[src/rtl/microcode_sequencer.sv]
// microcode_sequencer
// Turns the 128x16 control-logic pROM into a per-T-state control word for the
// 8-bit CPU datapath. Every T-state is two clocks: S_ADDR presents the pROM
// address {opcode, t_state}, and S_EXEC exposes the registered pROM word as the
// live control word. The block also handles instruction end (step reset) and
// halt.
//
// Optional build macro: MICROSEQ_SINGLE_STEP_EN
//    When defined, adds step_btn_i. A T-state then advances only when run_i is
//    high and step_btn_i shows a rising edge, so one press executes exactly one
//    T-state.
//
// Parameters:
//    MAX_STEP  last legal step index (1..7); the step counter wraps to 0 after it
//    SR_BIT    control-word bit that ends the instruction early
//    HLT_BIT   control-word bit that halts the machine
//
// Ports:
//    clk_i       system clock, rising edge
//    reset_n_i   asynchronous active-low reset
//    run_i       sequencing enable, sampled only in S_ADDR
//    step_btn_i  (single-step build only) debounced step button
//    opcode_i    instruction-register opcode
//    rom_dout_i  pROM data output
//    rom_ad_o    pROM address {opcode, t_state}
//    rom_ce_o    pROM clock enable
//    rom_oce_o   pROM output-register enable, tied high
//    rom_reset_o pROM synchronous reset
//    ctrl_word_o control word to the datapath, zero unless ctrl_valid_o
//    ctrl_valid_o control word is live this cycle
//    t_state_o   current step index
//    halted_o    machine stopped by HLT

module microcode_sequencer #(
   parameter int MAX_STEP = 5,
   parameter int SR_BIT   = 0,
   parameter int HLT_BIT  = 15
) (
   input  logic        clk_i,
   input  logic        reset_n_i,
   input  logic        run_i,
`ifdef MICROSEQ_SINGLE_STEP_EN
   input  logic        step_btn_i,
`endif
   input  logic [3:0]  opcode_i,
   input  logic [15:0] rom_dout_i,
   output logic [6:0]  rom_ad_o,
   output logic        rom_ce_o,
   output logic        rom_oce_o,
   output logic        rom_reset_o,
   output logic [15:0] ctrl_word_o,
   output logic        ctrl_valid_o,
   output logic [2:0]  t_state_o,
   output logic        halted_o
);

   localparam logic [2:0] MaxStepL = 3'(MAX_STEP);

   typedef enum logic [1:0] {
      S_RESET,
      S_ADDR,
      S_EXEC,
      S_HALT
   } state_e;

   state_e     state_q;
   state_e     state_d;
   logic [2:0] t_state_q;
   logic [2:0] t_state_d;
   logic       advance;

`ifdef MICROSEQ_SINGLE_STEP_EN
   logic step_btn_q;

   // Previous button level, so a held button only counts once.
   always_ff @(posedge clk_i or negedge reset_n_i) begin
      if (!reset_n_i) begin
         step_btn_q <= 1'b0;
      end else begin
         step_btn_q <= step_btn_i;
      end
   end

   assign advance = run_i & step_btn_i & ~step_btn_q;
`else
   assign advance = run_i;
`endif

   // State and step counter registers.
   always_ff @(posedge clk_i or negedge reset_n_i) begin
      if (!reset_n_i) begin
         state_q   <= S_RESET;
         t_state_q <= 3'd0;
      end else begin
         state_q   <= state_d;
         t_state_q <= t_state_d;
      end
   end

   // Next-state logic. HLT is checked before SR, so a word with both bits set
   // halts the machine and leaves t_state where it was.
   always_comb begin
      state_d   = state_q;
      t_state_d = t_state_q;
      case (state_q)
         S_RESET: begin
            state_d = S_ADDR;
         end
         S_ADDR: begin
            if (advance) begin
               state_d = S_EXEC;
            end
         end
         S_EXEC: begin
            if (rom_dout_i[HLT_BIT]) begin
               state_d = S_HALT;
            end else begin
               state_d = S_ADDR;
               if (rom_dout_i[SR_BIT] || (t_state_q == MaxStepL)) begin
                  t_state_d = 3'd0;
               end else begin
                  t_state_d = t_state_q + 3'd1;
               end
            end
         end
         S_HALT: begin
            state_d = S_HALT;
         end
         default: begin
            state_d = S_RESET;
         end
      endcase
   end

   // Outputs are decoded from the state register alone. The control word is
   // gated here, and rom_dout_i only changes on the edge that ends S_ADDR, so
   // no glitch reaches the datapath outside S_EXEC.
   always_comb begin
      rom_ce_o     = 1'b0;
      rom_reset_o  = 1'b0;
      ctrl_valid_o = 1'b0;
      ctrl_word_o  = 16'h0000;
      halted_o     = 1'b0;
      case (state_q)
         S_RESET: begin
            rom_reset_o = 1'b1;
         end
         S_ADDR: begin
            rom_ce_o = run_i;
         end
         S_EXEC: begin
            ctrl_valid_o = 1'b1;
            ctrl_word_o  = rom_dout_i;
         end
         S_HALT: begin
            halted_o = 1'b1;
         end
         default: begin
            rom_reset_o = 1'b1;
         end
      endcase
   end

   assign rom_ad_o  = {opcode_i, t_state_q};
   assign rom_oce_o = 1'b1;
   assign t_state_o = t_state_q;

endmodule

[config.mk]
export PLATFORM = sky130hd
export DESIGN_NAME = microcode_sequencer
export DESIGN_NICKNAME = d
export VERILOG_FILES = /design/src/rtl/microcode_sequencer.sv
export SDC_FILE = /design/constraint.sdc
export NUM_CORES = 1
export LEC_CHECK = 0
export BUFFER_PORTS_ARGS = -buffer_cell sky130_fd_sc_hd__buf_4
export CAP_MARGIN = 20
export CORE_MARGIN = 8
export CORE_UTILIZATION = 29
export CTS_BUF_LIST = sky130_fd_sc_hd__clkbuf_8
export CTS_CLUSTER_DIAMETER = 30
export DETAILED_ROUTE_END_ITERATION = 7
export PLACE_DENSITY_LB_ADDON = 0.1
export SETUP_SLACK_MARGIN = 0.2
export SKIP_CTS_REPAIR_TIMING = 1
export SYNTH_ARGS = -nofsm -noshare
export SYNTH_HDL_FRONTEND = slang
export SYNTH_SLANG_ARGS = --single-unit
[constraint.sdc]
create_clock -name clk_i -period 1.4 [get_ports clk_i]
set_clock_uncertainty 0.2 [all_clocks]
set_input_delay 0.35 -clock clk_i [delete_from_list [all_inputs] [get_ports clk_i]]
set_output_delay 0.35 -clock clk_i [all_outputs]
set_load 0.02 [all_outputs]
* Word level (Yosys, flattened, before mapping)
Index checks and enable logic that the tools add are counted.
** Cells by class
- $add $sub $neg :: 1
- Equal/unequal tests :: 5
- Muxes and demuxes :: 9
- Reduce and logical (&&, ||, !) cells :: 3
- Div/mod/pow operators :: 0
- Shifts and indexed selects :: 0
- Bitwise operators :: 1
- Multiply operators :: 0
- Magnitude comparators :: 0
** Operators by type and width (count)
- $mux 16 :: 1
- $pmux 2 s4 :: 1
- $eq 2x2->1 const B :: 2
- $mux 1 :: 4
- $mux 2 :: 2
- $add 3x1->3 const B :: 1
- $eq 3x3->1 const B :: 1
- $mux 3 :: 1
- $eq 2x1->1 const B :: 1
- $logic_not 2->1 :: 1
- $ne 2x2->1 const B :: 1
- $reduce_and 2->1 :: 1
- $logic_or 1x1->1 :: 1
- $not 1->1 :: 1
** Storage, ports and cells
- Register bits :: 5
- Bits in writable memories :: 0
- Output and inout bits :: 31
- Input bits :: 23
- ROM bits :: 0
- Memories :: 0
- Word-level logic and storage cells :: 21
- Bits in latches :: 0

* Longest topological paths before layout
Gate-level depths: netlist (run 1).
- Word-level depth :: 3
- Gate-level depth with buffers :: 5
- Mapped depth without buffers :: 5

* Worst setup path after synthesis (run 1)
OpenSTA, ideal clock, no wires.
- Kind :: register -> output
- From :: reg state_q[0]
- To :: out ctrl_word_o[0]
- Path buffers :: 1
- Path slack :: -0.180 ns
- Cell stages (with the launch flop) :: 4
- Required time :: 0.850 ns
- Arrival time :: 1.030 ns
- Path through :: dfrtp_1 > nor2b_4 > buf_4 > and2_1
** On the way
- Longest elaborated chain between the ends :: 2
** RTL lines
- start: declaration :: line 66 : state_e state_q;
- start signal: assignment :: line 95 : state_q <= state_d;
- $eq 2x2->1 :: line 144 : case (state_q)
- $mux 16 :: line 144
- end: declaration :: line 51 : output logic [15:0] ctrl_word_o,
Every way passes these cells.

* Final worst setup path (run 1)
- From :: reg state_q[0]
- To :: out ctrl_word_o[3]
The elaborated chain is that of the path after synthesis.

==> results.md, run 1 <==
* Status: complete, but fails checks
* Failing checks: negative setup slack
* DIE HEIGHT at 55.0 um
* Antenna diode count at 0
* Clock-pin slew on the worst setup and hold paths at 0.04 ns
* Setup_tns at -6.38 ns
* Slowest cell on crit path: dfrtp_2
* Worst path depth at 4
* Post-Synth Simple-Gate Area at 38.4%
* Seq pwr share at 27.7%
* Fin worst setup slack at -0.360 ns
* Setup crit end: ctrl_word_o[3]
* Sequential area share after synthesis at 28.4%
* CTS Root Cell: clkbuf_8
* Placer Congestion at 0.609
* Post-synthesis cell area at 440 sq um
* Total CTS buffers at 3
* Final WL at 1.74 mm
* Die width at 55.0 um
* Top Ports at 54
* Fmax at 568 MHz
* MaxCap Viol Count at 0
* Bufs on Longest Clock Path at 2
* Final Power at 0.634 mW
* Combinational Power Share at 30.3%
* Switching Power at 0.176 mW
* Sw Share at 27.8%
* M1 wire length at 523 um
* R2R Setup Slk at 0.06 ns
* Share of layout cells above drive strength 1 at 86.9%
* Post-synth ARST share at 100%
* Drt pass-1 iters at 4
* Final net count at 125
* Synth Register Bits at 5
* Setup WS pre-CTS at -0.132 ns
* Final setup viols at 20
* Routed vias at 495
* Buffers plus inverters on the worst setup path at 2
* HPWL Detailed at 1.25 mm
* CP Capture Type: primary output
* EDFF count, synth at 0
* Internal power at 0.458 mW
* H-tree depth at 1
* Crit path required time at 0.85 ns
* Synth-to-Final Area Change at 134%
* First-pass GRT wire length at 2.08 mm
* Row cnt at 14
* Post-synthesis compound-gate area fraction at 6.53%
* P per Cell Area at 616 nW/um^2
* Starting density of the core at 29.9%
* Uppermost layer routed: met4
* Overflow after GRT at 0
* Vias per cell at 4.30
* Post-DRT Antenna Nets at 0
* Leakage at 0.518 nW
* Unrepaired setup endpoints after global routing: yes
* Main combinational cell family by area after synthesis: simple AND/OR/NAND/NOR gates
* Die area at 3020 sq um
* Cells after Synth at 51
* Finished Cell Area at 1030 sq um
* Core ar. at 1470 sq um
* Post-synth cell types at 18
* Pin count of the biggest net entering global routing at 18
* Reg-to-Reg End: t_state_o[2]
* TritonCTS clock tree: done
* WP data arrival at 1.21 ns
* Syn Area/Cell at 8.64 sq um
* Mux contribution to synthesized area at 2.27%
* DP Area at 828 sq um
* Ordered cell list for the critical path: nor2b_4, buf_12, and2_2, buf_6
* Clock latency on the worst-skew pair at 0.22 ns
* Xor/xnor share of the synthesized area at 0%
* Peak per-stage delay on the critical path at 0.43 ns
* Hold Fails Final Rpt at 0
* Post-Synth Adder-Cell Area at 5.68%
* Synth Flop Type: dfrtp_1
* Slew Limit Fails at 0
* IR drop worst, VDD at 0.705 mV
* Reg2Reg Depth at 5
* Initial antenna violation count at 0
* CP max FO at 17
* Crit path kind: flip-flop to primary output
* Residual DRC at 0
* Hold Crit Class: primary input to flip-flop
* Synth warn at 0
* Worst setup path start: state_q[0]
* IO Port Bufs at 44
* Fin crit share at 126%
* Clock share of power at 42.0%
* Clock sink count at 5
* Met2 Wirelength at 952 um
* R2r startpoint: t_state_o[0]
* WL per Instance at 15.1 um
* Post-Syn Nets at 76
* Worst setup SP type: flip-flop
* Fin util at 70.0%
* Total GRT Usage at 10.1%
* Met3 wire length at 217 um
* Min cycle time layout at 1.76 ns
* Detailed Route Iter0 Violations at 1
* Largest delay share family, worst path: flip-flops
* Vias in the first global route at 484
[power groups by stage]
stage | combinational, mW | sequential (mW) | clock (mW)
final | 0.192 | 0.176 | 0.266
after floorplan | 0.0936 | 0.191 | 0
after CTS | 0.153 | 0.178 | 0.274
after global placement | 0.151 | 0.179 | 0
after detailed placement | 0.152 | 0.180 | 0
after global routing | 0.207 | 0.178 | 0.291
[layout make-up]
cell class / instances / area, sq um
fill: 122 / 442
inverter: 3 / 11.3
clock inverter: 1 / 3.75
timing repair buffer: 53 / 510
sequential: 5 / 130
clock buffer: 3 / 41.3
tap: 16 / 20.0
multi-input combinational: 34 / 313
[worst min path at each step]
stage / startpoint / endpoint / slack (ns) / cells after the start
floorplan: reset_n_i / state_q[0] / -0.15 / 0
global placement: reset_n_i / state_q[1] / -0.05 / 1
detailed placement: reset_n_i / state_q[1] / -0.04 / 1
CTS: reset_n_i / t_state_o[0] / -0.28 / 1
global route: rom_dout_i[0] / t_state_o[2] / 0.14 / 2
finish: rom_dout_i[0] / t_state_o[2] / 0.14 / 2
[cell families after synthesis]
logic type	after synthesis
muxes	1
adders and majority gates	2
and+or+nand+nor	25
AOI/OAI and AO/OA	5
other	1
buffers and inverters	12
DFF	5
[cells in the final DEF, fill, tap and decap left out, types with 3 or more instances in the layout]
| master | count |
|---|---|
| buf_6 | 26 |
| buf_4 | 25 |
| and2_4 | 10 |
| and2_2 | 7 |
| dfrtp_2 | 4 |
| nand2_1 | 3 |
| clkbuf_8 | 3 |
[metal layers]
metal | vias up | global-route usage [%]
met3 | 7 | 7.75
li1 | 250 | -
met4 | 0 | 9.20
met5 | - | 0
met2 | 27 | 14.3
met1 | 211 | 9.12
[flip-flops by register name, summed over array words and instances (netlist names)]
name / count
state_q: 2
t_state_o: 3
[metrics by stage]
step           instances  hold slack (ns)
5_1_grt              115            0.136
6_report             115            0.140
3_3_place_gp         105          -0.0461
2_1_floorplan         51           -0.146
4_1_cts              109           -0.285
3_5_place_dp         105          -0.0436
[cell usage after synthesis, types with 2 or more instances]
master,instances,area [sq um]
o22ai_1,2,12.5
nand2_1,3,11.3
dfrtp_1,5,125
and2_1,16,100
buf_4,9,67.6
inv_1,3,11.3
ha_1,2,25.0
(Power assumes the default switching activity.)
==> inputs of run 2 (changes only) <==
--- a/config.mk
+++ b/config.mk
@@ -5,10 +5,12 @@
 export SDC_FILE = /design/constraint.sdc
 export NUM_CORES = 1
 export LEC_CHECK = 0
+export ABC_AREA = 1
 export BUFFER_PORTS_ARGS = -buffer_cell sky130_fd_sc_hd__buf_4
 export CAP_MARGIN = 20
+export CORE_ASPECT_RATIO = 1.2
 export CORE_MARGIN = 8
-export CORE_UTILIZATION = 29
+export CORE_UTILIZATION = 31
 export CTS_BUF_LIST = sky130_fd_sc_hd__clkbuf_8
 export CTS_CLUSTER_DIAMETER = 30
 export DETAILED_ROUTE_END_ITERATION = 7
==> results.md, run 2 <==
* WP data arrival at 1.12 ns (-0.09 ns)
* Vias in the first global route at 526 (+8.7%)
* Synth Flop Type: dfrtp_1
* TritonCTS clock tree: done
* Min cycle time layout at 1.67 ns (-0.0861 ns)
* Post-synth cell types at 14 (-4)
* Fin cells at 146 (+27%)
* CP Capture Type: primary output
* Die width at 52.3 um (-4.9%)
* Drt pass-1 iters at 2 (-2)
* Synth cell count leaders: inv_1 (26), nor2_1 (17), nand2_1 (12), buf_4 (8), dfrtp_1 (5)
* Final WL at 1.81 mm (+4.0%)
* DP Area at 917 sq um (+11%)
* Overflow after GRT at 0 (unchanged)
* Unrepaired setup endpoints after global routing: yes
* Share of the synthesized area in the top cell type at 25.6% (-2.8 points)
* HPWL Detailed at 1.35 mm (+8.3%)
* Crit path required time at 0.85 ns (about the same)
* MaxCap Viol Count at 0 (unchanged)
* CP max FO at 6 (-11)
* Total GRT Usage at 9.85% (-0.23 points)
* Starting density of the core at 33.4% (+3.5 points)
* Sequential area share after synthesis at 25.6% (-2.8 points)
* Vias per cell at 4.17 (-3.1%)
* Status: complete, but fails checks
* Share of layout cells above drive strength 1 at 67.4% (-19 points)
* WL per Instance at 12.4 um (-18%)
* Hold Fails Final Rpt at 0 (unchanged)
* Post-synth top area cell: dfrtp_1
* Clock sink count at 5 (unchanged)
* Synth warn at 0 (unchanged)
* Fmax at 597 MHz (+5.1%)
* Slew Limit Fails at 0 (unchanged)
* Total CTS buffers at 3 (unchanged)
* Bufs on Longest Clock Path at 2 (unchanged)
* Clock latency on the worst-skew pair at 0.22 ns (about the same)
* Placer Congestion at 0.695 (+14%)
* Die area at 3110 sq um (+2.9%)
* Detailed Route Iter0 Violations at 1 (unchanged)
* Synth-to-Final Area Change at 136%
* Final Power at 0.551 mW (-13%)
* Max FFs per register at 3 (unchanged)
* Pin count of the biggest net entering global routing at 14 (-4)
* Leakage at 0.619 nW (+20%)
* Fin crit share at 120% (-6.1 points)
* Top post-synthesis cells by area: dfrtp_1 (26%), inv_1 (20%), nor2_1 (13%)
* Most common cell in the netlist: inv_1
* First-pass GRT wire length at 2.37 mm (+14%)
* Failing checks: negative setup slack
* Antenna diode count at 0 (unchanged)
* Hold Crit Class: primary input to flip-flop
* Post-Place Cells at 139 (+32%)
* EDFF count, synth at 0 (unchanged)
* Top Ports at 54 (unchanged)
* Post-DRT Antenna Nets at 0 (unchanged)
* Row cnt at 15 (+1)
* CTS Root Cell: clkbuf_8
* Fin util at 79.0% (+9.0 points)
* Crit path kind: flip-flop to primary output
* Finished Cell Area at 1160 sq um (+12%)
* Clock-pin slew on the worst setup and hold paths at 0.04 ns (about the same)
* Most frequent cells in the layout: buf_4 (25), buf_6 (25), inv_1 (22), nor2_4 (17), nand2_1 (12)
* Final setup viols at 20 (unchanged)
* Final net count at 155 (+24%)
* Post-Syn Nets at 106 (+39%)
* H-tree depth at 1 (unchanged)
* Worst setup SP type: flip-flop
* Syn Area/Cell at 6.04 sq um (-30%)
* Core ar. at 1460 sq um (-0.51%)
* Fin worst setup slack at -0.274 ns (+0.0861 ns)
* Initial antenna violation count at 0 (unchanged)
* Post-synthesis cell area at 489 sq um (+11%)
* IO Port Bufs at 44 (unchanged)
* Cells after Synth at 81 (+59%)
* Routed vias at 609 (+23%)
* Synth Register Bits at 5 (unchanged)
* Post-synth ARST share at 100% (unchanged)
* P per Cell Area at 476 nW/um^2 (-23%)
* DIE HEIGHT at 59.5 um (+8.3%)
* Residual DRC at 0 (unchanged)
* IR drop worst, VDD at 0.631 mV (-10%)
## run 2: cell types whose count changed after synthesis, moves of 2 or more
cell,change
nor2_1,+16
o22ai_1,-2
nand2_1,+9
inv_1,+23
and2_1,-16
nand3_1,+4
## run 2: kinds of logic (layout without fill, tap and decap cells)
kind of cell               Yosys count  count (layout)  synth area share [%]
AOI/OAI and AO/OA                    1               1                  1.02
adders and majority gates            2               2                  5.11
buffers and inverters               36              84                  35.3
DFF                                  5               5                  25.6
other                                1               1                 0.767
and+or+nand+nor                     36              36                  32.2
## run 2: area by class of cell
class	instances	area (sq um)
repair buffers	53	524
clock inverters	1	3.75
clock buffers	3	41.3
multi-input cells	40	335
fillers	103	308
inverters	27	101
well taps	17	21.3
flip-flops and latches	5	129
## run 2: final timing paths
kind	startpoint	endpoint	slack (ns)	cells after the start
max	state_q[0]	ctrl_word_o[6]	-0.27	5
min	run_i	state_q[1]	0.15	3
max reg2reg	state_q[0]	t_state_o[0]	0.14	7
min reg2reg	t_state_o[1]	t_state_o[1]	0.37	2
max in group asynchronous	reset_n_i	t_state_o[1]	0.62	2
min in group asynchronous	reset_n_i	state_q[0]	0.26	2
## run 2: critical path: stages (launching register included)
cell       delay (ns)
dfrtp_1          0.38
inv_2            0.07
nand2_4          0.07
clkbuf_16        0.18
nor2_4           0.08
buf_6            0.12
## run 2: routing by layer
layer	global-route usage [%]	routed length [um]	vias to the layer above
met5	0	0	-
met4	7.78	36	0
met3	3.02	174	4
met2	14.3	975	31
met1	11.6	621	266
li1	-	-	308
## run 2: report_power, final
part | switching, mW | internal (mW)
clock network | 0.0715 | 0.188
registers | 0.0123 | 0.152
logic | 0.0601 | 0.0673
## run 2: metrics by stage
step / hold slack (ns) / worst slack (ns) / setup TNS [ns]
after floorplan: -0.146 / -0.0377 / -0.213
after global placement: -0.0484 / -0.0314 / -0.166
after detailed placement: -0.0489 / -0.0527 / -0.282
after CTS: -0.289 / -0.296 / -5.01
after global routing: 0.165 / -0.333 / -5.89
final: 0.148 / -0.274 / -4.83
